==> src/rtl/ycc_stream_sequencer.sv <==
// Frame sequencer for the component-serial pixel core: splits YCbCr pixels into
// Y/Cr/Cb byte beats toward the core and regroups returning beats into pixels.
module ycc_stream_sequencer #(
  parameter int PIXELS = 256060,
  parameter int CNT_W  = 18
) (
  input  logic        clk,
  input  logic        rst,
  input  logic        start,
  output logic        busy,
  output logic        done,
  input  logic        s_pix_tvalid,
  output logic        s_pix_tready,
  input  logic [23:0] s_pix_tdata,
  output logic        m_axis_tvalid,
  input  logic        m_axis_tready,
  output logic [7:0]  m_axis_tdata,
  output logic [1:0]  m_axis_tuser,
  output logic        m_axis_tlast,
  input  logic        s_axis_tvalid,
  output logic        s_axis_tready,
  input  logic [7:0]  s_axis_tdata,
  output logic        m_pix_tvalid,
  input  logic        m_pix_tready,
  output logic [23:0] m_pix_tdata,
  output logic        m_pix_tlast
);

  // state   | meaning
  // TX_IDLE | no beat pending, may take a pixel
  // TX_Y    | presenting Y byte
  // TX_CR   | presenting Cr byte
  // TX_CB   | presenting Cb byte, next pixel may be taken on its handshake
  typedef enum logic [1:0] {TX_IDLE, TX_Y, TX_CR, TX_CB} txState_t;

  localparam logic [CNT_W-1:0] LAST_CNT = CNT_W'(PIXELS);
  localparam logic [CNT_W-1:0] CNT_ONE  = CNT_W'(1);

  txState_t         txState;
  logic [23:0]      pixReg;
  logic [CNT_W-1:0] txCnt;
  logic [CNT_W-1:0] rxCnt;
  logic [1:0]       rxPhase;
  logic [7:0]       yReg;
  logic [7:0]       crReg;
  logic             pixAccept;
  logic             beatXfer;
  logic             rxXfer;
  logic             pixOut;
  logic             frameStart;

  assign frameStart    = start && !busy;
  assign beatXfer      = m_axis_tvalid && m_axis_tready;
  assign s_pix_tready  = busy && (txCnt < LAST_CNT) &&
                         (txState == TX_IDLE || (txState == TX_CB && m_axis_tready));
  assign pixAccept     = s_pix_tvalid && s_pix_tready;
  assign s_axis_tready = busy && (rxPhase != 2'd2 || !m_pix_tvalid || m_pix_tready);
  assign rxXfer        = s_axis_tvalid && s_axis_tready;
  assign pixOut        = m_pix_tvalid && m_pix_tready;

  always_ff @(posedge clk) begin
    if (rst) begin
      txState       <= TX_IDLE;
      pixReg        <= '0;
      txCnt         <= '0;
      m_axis_tvalid <= 1'b0;
      m_axis_tdata  <= '0;
      m_axis_tuser  <= '0;
      m_axis_tlast  <= 1'b0;
    end else begin
      if (frameStart) txCnt <= '0;
      // A pixel taken during the Cb handshake chains straight into Y, no bubble.
      if (pixAccept) begin
        txState       <= TX_Y;
        pixReg        <= s_pix_tdata;
        txCnt         <= txCnt + CNT_ONE;
        m_axis_tvalid <= 1'b1;
        m_axis_tdata  <= s_pix_tdata[23:16];
        m_axis_tuser  <= 2'd0;
        m_axis_tlast  <= 1'b0;
      end else begin
        case (txState)
          TX_Y: if (beatXfer) begin
            txState      <= TX_CR;
            m_axis_tdata <= pixReg[15:8];
            m_axis_tuser <= 2'd1;
          end
          TX_CR: if (beatXfer) begin
            txState      <= TX_CB;
            m_axis_tdata <= pixReg[7:0];
            m_axis_tuser <= 2'd2;
            m_axis_tlast <= (txCnt == LAST_CNT);
          end
          TX_CB: if (beatXfer) begin
            txState       <= TX_IDLE;
            m_axis_tvalid <= 1'b0;
            m_axis_tlast  <= 1'b0;
          end
          default: txState <= TX_IDLE;
        endcase
      end
    end
  end

  always_ff @(posedge clk) begin
    if (rst) begin
      busy         <= 1'b0;
      done         <= 1'b0;
      rxCnt        <= '0;
      rxPhase      <= 2'd0;
      yReg         <= '0;
      crReg        <= '0;
      m_pix_tvalid <= 1'b0;
      m_pix_tdata  <= '0;
      m_pix_tlast  <= 1'b0;
    end else begin
      done <= 1'b0;
      if (frameStart) begin
        busy    <= 1'b1;
        rxCnt   <= '0;
        rxPhase <= 2'd0;
      end else if (pixOut && m_pix_tlast) begin
        busy <= 1'b0;
        done <= 1'b1;
      end
      if (pixOut) begin
        m_pix_tvalid <= 1'b0;
        m_pix_tlast  <= 1'b0;
      end
      if (rxXfer) begin
        case (rxPhase)
          2'd0:    yReg  <= s_axis_tdata;
          2'd1:    crReg <= s_axis_tdata;
          default: begin
            m_pix_tvalid <= 1'b1;
            m_pix_tdata  <= {yReg, crReg, s_axis_tdata};
            m_pix_tlast  <= (rxCnt + CNT_ONE == LAST_CNT);
            rxCnt        <= rxCnt + CNT_ONE;
          end
        endcase
        rxPhase <= (rxPhase == 2'd2) ? 2'd0 : rxPhase + 2'd1;
      end
    end
  end

endmodule

==> config.mk <==
export PLATFORM = sky130hd
export DESIGN_NAME = ycc_stream_sequencer
export DESIGN_NICKNAME = d
export VERILOG_FILES = /design/src/rtl/ycc_stream_sequencer.sv
export SDC_FILE = /design/constraint.sdc
export NUM_CORES = 1
export LEC_CHECK = 0
export ABC_AREA = 1
export CORE_UTILIZATION = 43
export DETAILED_ROUTE_END_ITERATION = 7
export GPL_TIMING_DRIVEN = 0
export PLACE_DENSITY = 0.63
export SLEW_MARGIN = 30
export SYNTH_ARGS = -nofsm -noshare
export SYNTH_HDL_FRONTEND = slang
export SYNTH_SLANG_ARGS = --single-unit
==> constraint.sdc <==
create_clock -name clk -period 2.15 [get_ports clk]
set_input_delay 0.215 -clock clk [delete_from_list [all_inputs] [get_ports clk]]
set_output_delay 0.215 -clock clk [all_outputs]
set_load 0.02 [all_outputs]
Yosys cells after proc, flatten, opt, wreduce, memory -nomap -nowiden
Cells that the tools add are included.
Storage, ports and cells
  output and inout port bits: 42
  logic and storage cells: 106
  input port bits: 39
  register bits: 112
Cells by class
  bitwise gates (word level): 1
  equality and inequality tests: 14
  order comparisons: 1
  add/subtract/negate cells: 3
  multiplexer cells: 33
  reductions and logical operators: 37
Operators by type and width (count)
  two-way mux 18 bit: 5
  adder 18 x 1 -> 18 bit, second input constant: 2
  equality test 18 bit, second input constant: 2
  two-way mux 8 bit: 3
  less-than comparator 18 bit, second input constant: 1
  one-hot mux 8 bit (2 select lines): 1
  AND reduction 3 bit: 5
  two-way mux 1 bit: 14
  two-way mux 2 bit: 7
  nonzero test 2 bit: 7
  logical AND 1 bit: 10
  inequality test 3 bit, second input constant: 3
  inequality test 2 bit, second input constant: 4
  AND reduction 2 bit: 4
  equality test 2 bit, second input constant: 3
  one-hot mux 2 bit (3 select lines): 1
  OR reduction 2 bit: 3
  equality test 2 x 1 -> 1 bit, second input constant: 2
  zero test 2 bit: 2
  one-hot mux 2 bit (2 select lines): 1
  logical OR 1 bit: 3
  nonzero test 3 bit: 1
  adder 2 x 1 -> 2 bit, second input constant: 1
  zero test 1 bit: 2
  other kinds (2): 2

Longest topological paths before layout
Gate-level depths: netlist (run 1).
  depth after elaboration: 7
  mapped depth: 13
  gate-level depth less buffers: 12

Worst setup path after synthesis (run 1)
No wires, ideal clock.
  kind: register to register
  from: reg busy
  to: reg rxCnt[13]
  library setup time: 0.132 ns
  required time: 2.018 ns
  slack: 0.458 ns
  buffers on the path: 1
  clock period less this slack: 1.692 ns
  cell stages (with the launch flop): 11
  arrival time: 1.560 ns
  path through: dfxtp_1 > inv_1 > a21oi_2 > nand2_2 > nor2_4 > inv_4 > nand2_2 > inv_2 > buf_6 > nand2_1 > a21oi_1
Between the ends
  elaborated cells on any way between the ends: 7
  classes of those cells: 3 x mux; 4 x reduce/logical
RTL lines
  start: declaration: line 10  | output logic busy,
  start signal: assignment: line 107  | busy <= 1'b0;
  start signal: assignment: line 119  | busy <= 1'b1;
  start signal: assignment: line 123  | busy <= 1'b0;
  logical AND 1 bit: line 57  | assign s_axis_tready = busy && (rxPhase != 2'd2 || !m_pix_tvalid || m_pix_tready);
  named net s_axis_tready: line 21  | output logic s_axis_tready,
  logical AND 1 bit: line 58  | assign rxXfer = s_axis_tvalid && s_axis_tready;
  two-way mux 18 bit: line 130  | if (rxXfer) begin
  end signal: assignment: line 138  | rxCnt <= rxCnt + CNT_ONE;
  end: declaration: line 42  | logic [CNT_W-1:0] rxCnt;
The timed path passes the listed nets, and every way through them passes these cells.
A chain may end at the register's enable or synchronous reset.

Worst setup path in the final report (run 1)
  from: reg txState[0]
  to: out s_pix_tready
Between the ends
  word-level cells in the longest chain between the ends: 4
  elaborated cells on any way between the ends: 5
  classes of those cells: 1 x eq/ne; 4 x reduce/logical
Ends and longest elaborated chain
  start: declaration: line 39  | txState_t txState;
  start signal: assignment: line 63  | txState <= TX_IDLE;
  start signal: assignment: line 74  | txState <= TX_Y;
  start signal: assignment: line 84  | txState <= TX_CR;
  equality test 2 bit: line 55  | (txState == TX_IDLE || (txState == TX_CB && m_axis_tready));
  logical AND 1 bit: line 55
  logical OR 1 bit (*): line 55
  logical AND 1 bit (*): line 54  | assign s_pix_tready = busy && (txCnt < LAST_CNT) &&
  end: declaration: line 13  | output logic s_pix_tready,
Mark *: on every way between the ends. The rest lies on a longest branch, timed or not.

==> impl_metrics.ini, run 1 <==
[status]
outcome = complete, but fails checks
violations = DRC

[pwr]
power.total_mw = 4.30
p_leak_nw = 2.56
p_per_area_nw_per_um2 = 659
peakVddDrop_v = 0.000476

[worst_setup_path]
cp-start-kind = flop
cpPeakStageDelay_ns = 0.39
crit_end = s_pix_tready
slowest_stage = dfxtp_1
reg2reg_slack_ns = 0.22
cp.arrival_ns = 1.78
critical_path_required_ns = 1.93
critPathMaxFanout = 4
rr_worst_depth = 11
worstPathCellList = ha_1 -> nand2_1 -> a21oi_1 -> inv_1 -> nor2_4 -> dlygate4sd2_1
crit_start = txState[0]$_SDFFE_PP0P_
endpoint_kind = output port
crit_type = reg -> out
r2r_start = txState[0]$_SDFFE_PP0P_
worstReg2RegEnd = m_axis_tdata[4]$_SDFFE_PP0P_

[finish]
antenna_cells = 0
seqCellArea_sq_um = 2240
nets = 883
finalInstanceArea_sq_um = 6530
area_growth_pct = 24.8
final_util_pct = 56.2
instances_no_fill = 985
multi_input_area_sq_um = 2520
drive_above_1_share_pct = 7.60
fill_cells = 1156

[sta]
post-route-min-period_ns = 1.99
rsz0062_at_grt = false
finalSetupViolCount = 0
clock_skew_ns = 0.0102
drv_slew = 0
hold_slack_ns = 0.422
max_freq_mhz = 502
setup_slack_ns = 0.158
fin_crit_sh_pct = 92.7
hold_viol = 0
slew_headroom_pct = 60.2
tightest_slew_ns = 0.595
setup_tns_ns = 0

[drt]
viasPerCell = 5.13
dr.pass1.iters = 6
routed_wl_um = 14100
num_vias = 5055
antenna_left = 0
wl_per_cell_um = 14.3
route.detailed.drc = 6
drt_iter0_drc = 247

[logic_synthesis]
synth_mux_area_share_pct = 0
synthArstFlopShare_pct = 0
synth_top_family_by_area = simple AND/OR/NAND/NOR gates
syn_nets = 792
syn_inst = 746
synth_ff_type = dfxtp_1
ys_warn_count = 0
post_synth.cell_area_avg_sq_um = 7.01
ys_seq_area_share_pct = 42.9
ys_ff_latch = 112
synth_edf_count = 0
synthAdderAreaFrac_pct = 1.67
synth-simple-area-share_pct = 29.5
yosys.area_share.xor_xnor_pct = 0.502
synth_cell_type_count = 36
synth_area_sq_um = 5230
synth_compound_area_share_pct = 16.5

[place]
dpl-instance-area_sq_um = 6210
dp_worst_setup_slack_ns = 0.0423
port_buffers = 80
dp_cells = 969
detailed_place_hpwl_um = 10300
gp_congestion = 0.847

[floorplanning]
ios = 81
dieArea_sq_um = 12600
start_util_pct = 45.0
core_sq_um = 11600
die_w_um = 112
die_y_um = 112
num_rows = 39

[clock_network]
clk_root_buffer_cell = clkbuf_16
cts_htree_levels = 3
insertion_delay_ns = 0.36
cts_tree = yes
cts_buffers = 9
clk_pin_slew_ns = 0.07
cts_hold_buf = 0
cts.sinks = 112
cts_buffer_depth = 2

[min_path]
hp-class = in -> reg

[grt]
grt_pass1_vias = 4940
grt_overflow = 0
antenna_found_initial = 0
grt_pass1_wl_um = 23300
grt_max_degree = 21
grt_usage_pct = 23.2

[job]
maxCapViolCount = 0
==> report_power, final <==
part / total (mW) / internal, mW / switching, mW
clock: 1.77 / 0.930 / 0.844
combinational: 0.391 / 0.166 / 0.224
sequential: 2.14 / 2.12 / 0.0225
total: 4.30 / 3.21 / 1.09
==> synth_stat cells (2+ instances only) <==
cell / number / share of area, %
buf_6: 2 / 0.43
a21oi_1: 83 / 7.9
xor2_1: 3 / 0.50
and3_1: 2 / 0.24
clkbuf_1: 12 / 0.86
o21ai_0: 60 / 5.7
nand3_2: 2 / 0.38
a21oi_2: 2 / 0.33
ha_1: 7 / 1.7
inv_1: 68 / 4.9
buf_2: 10 / 0.96
nor2_1: 75 / 5.4
nor3_1: 4 / 0.38
nand3b_1: 5 / 0.72
nand2_1: 187 / 13
nand2_2: 5 / 0.60
inv_2: 7 / 0.50
buf_4: 8 / 1.1
dfxtp_1: 112 / 43
o211a_1: 8 / 1.5
nor2_4: 4 / 0.86
nor2_2: 2 / 0.24
nand4_1: 9 / 1.1
nand3_1: 57 / 5.5
==> what timing repair did <==
item                       4_1_cts  5_1_grt
resized for setup                1        2
cloned                           0        0
setup buffers                    0        0
setup endpoints to repair        1        8
==> area by class of cell <==
cell class / count / area share [%]
multi-input cells: 525 / 38.7
flip-flops and latches: 112 / 34.4
repair buffers: 80 / 12.3
inverters: 76 / 4.41
clock buffers: 9 / 3.45
plain buffers: 33 / 2.78
well taps: 143 / 2.74
clock inverters: 7 / 1.34
==> per-layer routing <==
metal  track usage, %  part of all wire [%]  vias up
li1                 -                     -     2600
met1             29.0                    45     2349
met2             40.4                    49       96
met3             5.18                   4.3       10
met4             5.78                  0.93        0
met5                0                     0        -
==> state kept, by name (all words and copies together) (netlist names), 8 cells and up <==
name and flops:
m_pix_tdata 24, txCnt 18, rxCnt 18, yReg 8
m_axis_tdata 8, crReg 8, pixReg 16
==> kinds of logic (layout without fill, tap and decap cells) <==
family | Yosys count | after routing
xor+xnor | 3 | 3
compound gates | 159 | 159
simple gates | 356 | 356
fa+ha+maj | 7 | 7
buf+inv | 109 | 205
flops | 112 | 112
==> placed cells by master (no fill, tap or decap), drive strengths merged, types with 2 or more instances in the layout <==
cell type / n
and3: 2
nor3: 5
nor2: 81
clkdlybuf4s50: 79
clkbuf: 21
dfxtp: 112
nand4: 9
xor2: 3
nand2: 193
a21oi: 85
o21ai: 61
o211a: 8
nand3b: 5
buf: 21
inv: 79
nand3: 59
ha: 7
clkinv: 2
==> critical path, delay by kind of cell (launching register included) <==
family	cells	cell delay [ns]
AND/OR/NAND/NOR	2	0.23
adder cells (fa/ha/maj)	1	0.22
flip-flops	1	0.39
buffers and inverters	2	0.45
AO/OA/AOI/OAI	1	0.12
==> how the worst min path moves through the flow <==
| stage | startpoint | endpoint | slack (ns) | cells past startpoint |
|---|---|---|---|---|
| after detailed placement | pixReg[15]$_SDFFE_PP0P_ | pixReg[15]$_SDFFE_PP0P_ | 0.44 | 2 |
| after global placement | pixReg[8]$_SDFFE_PP0P_ | pixReg[8]$_SDFFE_PP0P_ | 0.43 | 2 |
| after floorplan | s_axis_tdata[0] | m_pix_tdata[0]$_SDFFE_PP0P_ | 0.35 | 2 |
| after global routing | s_pix_tdata[2] | pixReg[2]$_SDFFE_PP0P_ | 0.42 | 3 |
| final | s_pix_tdata[4] | pixReg[4]$_SDFFE_PP0P_ | 0.42 | 3 |
| after CTS | s_pix_tdata[4] | pixReg[4]$_SDFFE_PP0P_ | 0.41 | 3 |
No activity file was read; power rests on OpenSTA's default activity.
==> run 2: changes to the inputs <==
ABC_CLOCK_PERIOD_IN_PS = 2150   (was default)
SLEW_MARGIN = 20   (was 30)
==> results of run 2 <==
The final DEF is identical to that of run 1; final timing and power are the same.
==> run 3: changes to the inputs <==
CAP_MARGIN = 40   (was default)
==> results of run 3 <==
The final DEF is identical to that of run 1; final timing and power are the same.
